`config.mk`:
```
export PLATFORM = sky130hd
export DESIGN_NAME = keccak_sponge_ctrl
export DESIGN_NICKNAME = d
export VERILOG_FILES = /design/src/rtl/keccak_sponge_ctrl.sv
export SDC_FILE = /design/constraint.sdc
export NUM_CORES = 1
export LEC_CHECK = 0
export CAP_MARGIN = 10
export CELL_PAD_IN_SITES_DETAIL_PLACEMENT = 1
export CELL_PAD_IN_SITES_GLOBAL_PLACEMENT = 2
export CORE_ASPECT_RATIO = 1.25
export CORE_UTILIZATION = 38
export CTS_BUF_LIST = sky130_fd_sc_hd__clkbuf_8
export DETAILED_ROUTE_END_ITERATION = 6
export DONT_BUFFER_PORTS = 1
export GPL_TIMING_DRIVEN = 0
export MAX_ROUTING_LAYER = met4
export PLACE_DENSITY = 0.79
export SLEW_MARGIN = 15
export SYNTH_ARGS = -nofsm -noshare
export SYNTH_HDL_FRONTEND = slang
export SYNTH_SLANG_ARGS = --single-unit
```
`constraint.sdc`:
```
create_clock -name clk -period 2.75 [get_ports clk]
set_clock_uncertainty 0.15 [all_clocks]
set_input_delay 0.55 -clock clk [delete_from_list [all_inputs] [get_ports clk]]
set_output_delay 0.55 -clock clk [all_outputs]
set_load 0.02 [all_outputs]
```
`src/rtl/keccak_sponge_ctrl.sv`:
```
// keccak_sponge_ctrl: sequences clear/absorb/permute/squeeze for the 1600-bit Keccak state datapath
module keccak_sponge_ctrl #(
   parameter int ROUNDS     = 24,
   parameter int RATE_WORDS = 21,
   parameter int IDX_W      = 5
) (
   input  logic             clk,
   input  logic             rst,
   input  logic             init,
   input  logic             in_valid,
   input  logic             in_last,
   output logic             in_ready,
   input  logic             out_ready,
   output logic             out_valid,
   input  logic             more_out,
   output logic             state_en,
   output logic [1:0]       state_sel,
   output logic [IDX_W-1:0] word_idx,
   output logic [IDX_W-1:0] round_idx,
   output logic             busy,
   output logic             perm_done
);
   typedef enum logic [1:0] {IDLE, ABSORB, PERMUTE, SQUEEZE} state_t;
   localparam logic [IDX_W-1:0] W_MAX = IDX_W'(RATE_WORDS - 1);
   localparam logic [IDX_W-1:0] R_MAX = IDX_W'(ROUNDS - 1);
   state_t           state, state_n;
   logic [IDX_W-1:0] word_n, round_n;
   logic             last_blk, last_n, perm_n;
   logic             in_xfer, out_xfer;
   assign in_xfer  = in_valid & in_ready;
   assign out_xfer = out_valid & out_ready;
   always_ff @(posedge clk) begin
      if (rst) begin
         state     <= IDLE;
         word_idx  <= '0;
         round_idx <= '0;
         last_blk  <= 1'b0;
         perm_done <= 1'b0;
      end else begin
         state     <= state_n;
         word_idx  <= word_n;
         round_idx <= round_n;
         last_blk  <= last_n;
         perm_done <= perm_n;
      end
   end
   // init wins over every state, so an abandoned permutation never raises perm_done
   always_comb begin
      state_n = state;
      word_n  = word_idx;
      round_n = round_idx;
      last_n  = last_blk;
      perm_n  = 1'b0;
      if (init) begin
         state_n = ABSORB;
         word_n  = '0;
         round_n = '0;
         last_n  = 1'b0;
      end else begin
         case (state)
            ABSORB: if (in_xfer) begin
               if (in_last || word_idx == W_MAX) begin
                  state_n = PERMUTE;
                  word_n  = '0;
                  round_n = '0;
                  last_n  = in_last;
               end else word_n = word_idx + 1'b1;
            end
            PERMUTE: if (round_idx == R_MAX) begin
               state_n = last_blk ? SQUEEZE : ABSORB;
               round_n = '0;
               word_n  = '0;
               perm_n  = 1'b1;
            end else round_n = round_idx + 1'b1;
            SQUEEZE: if (out_xfer) begin
               if (word_idx == W_MAX) begin
                  state_n = more_out ? PERMUTE : IDLE;
                  word_n  = '0;
                  round_n = '0;
               end else word_n = word_idx + 1'b1;
            end
            default: ;
         endcase
      end
   end
   always_comb begin
      in_ready  = (state == ABSORB) & ~init;
      out_valid = (state == SQUEEZE) & ~init;
      state_en  = init | (state == PERMUTE) | in_xfer;
      state_sel = init ? 2'b01 : (state == PERMUTE) ? 2'b11 : in_xfer ? 2'b10 : 2'b00;
      busy      = state != IDLE;
   end
endmodule

```
-- Word-level counts from Yosys, hierarchy flattened
Cells that the tools add are included.
- add/subtract/negate cells: 2
- eq/ne operators: 15
- mux-type cells: 25
- bitwise logic cells: 8
- reduce and logical (&&, ||, !) cells: 11
- operators with widths (operator ; count):
    two-way mux 5 bit ; 10
    case mux 5 bit (3 select lines) ; 2
    two-way mux 2 bit ; 10
    inequality test 3 bit, second input constant ; 5
    AND reduction 6 bit ; 2
    adder 5 x 1 -> 5 bit, second input constant ; 2
    == test 5 bit, second input constant ; 2
    inequality test 2 bit, second input constant ; 5
    case mux 2 bit (3 select lines) ; 1
    AND reduction 5 bit ; 1
    bitwise AND 1 bit ; 4
    == test 2 bit, second input constant ; 2
    AND reduction 4 bit ; 1
    nonzero test 4 bit ; 1
    AND reduction 3 bit ; 1
    nonzero test 3 bit ; 1
    OR reduction 3 bit ; 1
    == test 2 x 1 -> 1 bit, second input constant ; 1
    two-way mux 1 bit ; 2
    inverter 1 bit ; 2
    OR 1 bit ; 2
    nonzero test 2 bit ; 1
    OR reduction 2 bit ; 1
    logical OR 1 bit ; 1
- register bits: 14
- input port bits: 7
- output and inout bits: 17
- logic and storage cells: 67

-- Logic depth before layout (Yosys ltp)
- word-level depth: 6
- mapped depth: 7

-- Least setup slack after synthesis
Ideal clock, no wire load.
- path kind: in2out
- start: input init
- end: output state_en
- data arrival time: 1.359 ns
- required time: 2.050 ns
- path slack: 0.691 ns
- cell stages on the path: 4
- path buffers: 1
- cells stage by stage: nor3b_4 > and2_1 > buf_4 > or3_1
- longest elaborated chain between the ends: 4
- ends and longest elaborated chain (item ; RTL line ; text):
    start, declared ; 9 ; input logic init,
    inverter 1 bit ; 87 ; in_ready = (state == ABSORB) & ~init;
    bitwise AND 1 bit ; 87 ;
    bitwise AND 1 bit ; 30 ; assign in_xfer = in_valid & in_ready;
    OR 1 bit * ; 89 ; state_en = init | (state == PERMUTE) | in_xfer;
    end, declared ; 16 ; output logic state_en,
Every way passes the cells marked *; elsewhere a longest branch is shown, timed or not.

-- Worst setup path in the final report
- start: register state[0]
- end: output state_en
- longest elaborated chain between the ends: 4
- ends and longest elaborated chain (item ; RTL line ; text):
    start, declared ; 26 ; state_t state, state_n;
    start signal, assigned ; 40 ; state <= state_n;
    == test 2 x 1 -> 1 bit ; 87 ;
    bitwise AND 1 bit ; 87 ;
    net in_ready ; 12 ; output logic in_ready,
    bitwise AND 1 bit ; 30 ;
    OR 1 bit ; 89 ;
The timed path passes the listed nets, and every way through them passes these cells.

==> metrics.sh <==
STATUS='completed'
POSTSYNTHREGISTERBITS=14
HOLD_BUFFERS=0
FINAL-MAX-SLEW-VIOLATION-COUNT=0
AREA_DELTA_SYNTH_FINAL_PCT=10.2
NUM_IO_PINS=24
CTS_RESIZED=0
FINAL-SETUP-VIOL-COUNT=0
CTS_MADE_BUFFERS=3
SYN_AVG_CELL_AREA_SQ_UM=8.24
GLOBALROUTE.TOTALOVERFLOW=0
VIAS_PER_CELL=5.93
NET_COUNT_OF_THE_MAPPED_NETLIST=104
HTREE_NUM_LEVELS=1
CP-STARTPOINT='state[0]'
SYNTH.YOSYS.SEQ_AREA_SHARE_PCT=36.2
DETAILROUTE.WIRELENGTH.MET3_UM=114
WL_MET2_UM=943
STARTPOINT_TYPE='flop'
FINALHOLDVIOLATIONS=0
MAX_CAP_CHECK_VIOLATION_COUNT=0
TIMING.CRITICAL_PATH.ARRIVAL_PS=1630
SETUP_TOTAL_NEGATIVE_SLACK_PS=0
LARGEST_NET_DEGREE_AT_THE_START_OF_GLOBAL_ROUTING=11
YS_TYPES=35
POST-DP-HPWL_UM=1420
PERIOD_NEEDED_PS=2330
SETUP.REG_TO_REG.WORST_SLACK_PS=640
WORSTPATHCELLLIST='nor3b_4, and2_1, buf_4, or3_1'
GRT_SETUP_UNREPAIRED='false'
CHIPWIDTH_UM=42.4
CLKLATENCYLATEPIN_PS=250
CLOCK-SINKS=14
STD_CELL_ROWS=17
START_UTIL_PCT=42.3
WL_MET1_UM=823
POWERDENSITY_nW_PER_UM2=523
DRTITER0DRC=7
MIN-DELAY-PATH-CLASS='in2reg'
CPLARGESTDELAYFAMILY='simple AND/OR/NAND/NOR gates'
CLK_ROOT_BUFFER_CELL='sky130_fd_sc_hd__clkbuf_8'
FINAL_MIN_PERIOD_OVER_CLOCK_PERIOD_PCT=84.9
GRT_ANTENNA_BEFORE_REPAIR=0
CORE_AREA_SQ_UM=1830
YOSYS_WARNINGS=0
MAXUSEDROUTINGLAYER='met4'
IRDROPWORSTVDD_mV=0.402
CRITICALPATHCATEGORY='reg2out'
TRACK_USAGE_PCT=19.6
VIA_COUNT=694
CTS_MAX_PATH_BUFFERS=2
GPL.FINAL_WEIGHTED_CONGESTION=0.776
POST_DETAILED_ROUTE_WIRELENGTH_PER_CELL_UM=16.3
BUFFERS_AND_INVERTERS_ON_THE_WORST_PATH=1
WORSTMARGINPINSLEW_PS=675
HOLD_PATH_STARTPOINT='rst'
TRITONCTS='done'
FIRST_GLOBAL_VIAS=701
NUM_ANTENNA_CELLS=0
STATIC_LEAKAGE_uW=0.000304
SYNTH_AREA_SQ_UM=774
BUFFER_PORTS.INSERTED=0
POST-LAYOUT-TOTAL-POWER_uW=447
TIMING.RR.START='round_idx[0]'
CRITPATHMAXFANOUT=8
CLK_PIN_SLEW_WORST_PATHS_PS=60
FINAL_LAYOUT_SIZE_SUFFIX_GT1_SHARE_PCT=11.2
MAX_FREQ_GHz=0.428
MULTI_INPUT_LOGIC_AREA_SQ_UM=463
FILLERINSTANCES=228
DRTANTENNAVIOLNETS=0
CRITPATHSLOWESTCELL='sky130_fd_sc_hd__dfxtp_1'
DIE_HEIGHT_UM=52.5
POSTSYNTHCELLCOUNT=94
CTS_SETUP_BUFFERS=0
DESIGN.FINAL.NETS=109
DATA_REQUIRED_TIME_AT_THE_WORST_ENDPOINT_PS=2050
CRITICAL-PATH-MAX-STAGE-DELAY_PS=450
DIE_AREA_SQ_UM=2220
DRT_PASS1_ITERATIONS=3
SEQCELLAREA_SQ_UM=280
GRT_PASS1_WL_UM=3150
ENDPOINT_KIND='output pin'
TIMING.MAX_SLEW.REL_SLACK_PCT=54.9
POSTROUTEWIRELENGTH_UM=1910
DRCVIOLATIONCOUNT=0
[logic make-up (layout without fill, tap and decap cells)]
group                      Yosys count  count (layout)  synth area share, %
and+or+nand+nor                     38              38                 27.3
AOI/OAI and AO/OA                   28              28                 22.8
DFF                                 14              14                 36.2
buffers and inverters                7              11                 4.04
adders and majority gates            3               3                 4.85
xor gates and xnor gates             2               2                 2.26
muxes                                2               2                 2.58
[layout make-up]
cell class,count,share of cell area (%)
Tap cell,19,2.79
Multi-Input combinational cell,73,54.3
Buffer,3,1.91
Inverter,4,1.76
Clock buffer,4,6.45
Sequential cell,14,32.8
[final timing paths]
kind / endpoint / depth (start not counted)
setup / recovery: state_en / 4
hold / removal: state[0] / 1
hold reg to reg: last_blk / 2
setup reg to reg: word_idx[2] / 6
[cell usage in the layout, fill, tap and decap left out]
master	n
sky130_fd_sc_hd__dfxtp_1	14
sky130_fd_sc_hd__nor2_1	10
sky130_fd_sc_hd__o21ai_0	9
sky130_fd_sc_hd__nand2_1	6
sky130_fd_sc_hd__a21oi_1	6
sky130_fd_sc_hd__inv_1	4
sky130_fd_sc_hd__or3_1	4
sky130_fd_sc_hd__clkbuf_8	4
sky130_fd_sc_hd__or2_2	3
sky130_fd_sc_hd__nand3_1	3
sky130_fd_sc_hd__a31oi_1	3
sky130_fd_sc_hd__ha_1	3
sky130_fd_sc_hd__and2_1	2
sky130_fd_sc_hd__nand4b_1	2
sky130_fd_sc_hd__nor3_1	2
sky130_fd_sc_hd__o211ai_1	2
sky130_fd_sc_hd__mux2i_1	2
sky130_fd_sc_hd__buf_2	1
sky130_fd_sc_hd__and2b_1	1
sky130_fd_sc_hd__nor3b_4	1
sky130_fd_sc_hd__nor3b_1	1
sky130_fd_sc_hd__buf_4	1
sky130_fd_sc_hd__nand2b_1	1
sky130_fd_sc_hd__a21boi_1	1
sky130_fd_sc_hd__o21ai_4	1
sky130_fd_sc_hd__o21ai_1	1
sky130_fd_sc_hd__xnor2_1	1
sky130_fd_sc_hd__o22a_1	1
sky130_fd_sc_hd__clkbuf_1	1
sky130_fd_sc_hd__o22ai_1	1
sky130_fd_sc_hd__a22oi_1	1
sky130_fd_sc_hd__a211oi_1	1
sky130_fd_sc_hd__xor2_1	1
sky130_fd_sc_hd__nor2b_1	1
sky130_fd_sc_hd__nand4_1	1
sky130_fd_sc_hd__a221oi_1	1
[layer usage]
layer / GRT usage [%] / up-vias
met4: 7.81 / 0
met2: 33.1 / 23
li1: - / 348
met3: 6.21 / 5
met5: - / -
met1: 21.4 / 318
[cell usage after synthesis (all sizes together)]
cell type	count	area [sq um]
a211oi	1	7.51
a21boi	1	7.51
a21oi	6	30.0
a221oi	1	8.76
a22oi	1	7.51
a31oi	3	18.8
and2	2	12.5
and2b	1	7.51
buf	2	12.5
clkbuf	1	3.75
dfxtp	14	280
ha	3	37.5
inv	4	15.0
mux2i	2	20.0
nand2	6	22.5
nand2b	1	6.26
nand3	3	15.0
nand4	1	6.26
nand4b	2	17.5
nor2	10	37.5
nor2b	1	6.26
nor3	2	10.0
nor3b	2	26.3
o211ai	2	15.0
o21ai	11	66.3
o22a	1	8.76
o22ai	1	6.26
or2	3	18.8
or3	4	25.0
xnor2	1	8.76
xor2	1	8.76
[flip-flops by register name (all words and copies together) (netlist names)]
| name | flops |
|---|---|
| round_idx | 5 |
| word_idx | 5 |
| state | 2 |
| last_blk | 1 |
| perm_done | 1 |
[through the flow]
stage	worst slack [ps]	std cells	cell area, sq um	hold slack [ps]	utilization (%)
after floorplan	691	94	774	300	-
after global placement	640	113	798	313	43.6
after detailed placement	634	113	798	318	43.6
after CTS	412	117	853	217	46.6
after global routing	292	117	853	207	46.6
final	416	117	853	218	46.6
[where the power goes]
part	total (uW)	switching, uW	internal (uW)
Combinational	34.6	22.1	12.5
Sequential	208	3.30	205
Clock	204	77.2	127
Total	447	103	344
Power figures use the tool's default switching activity.
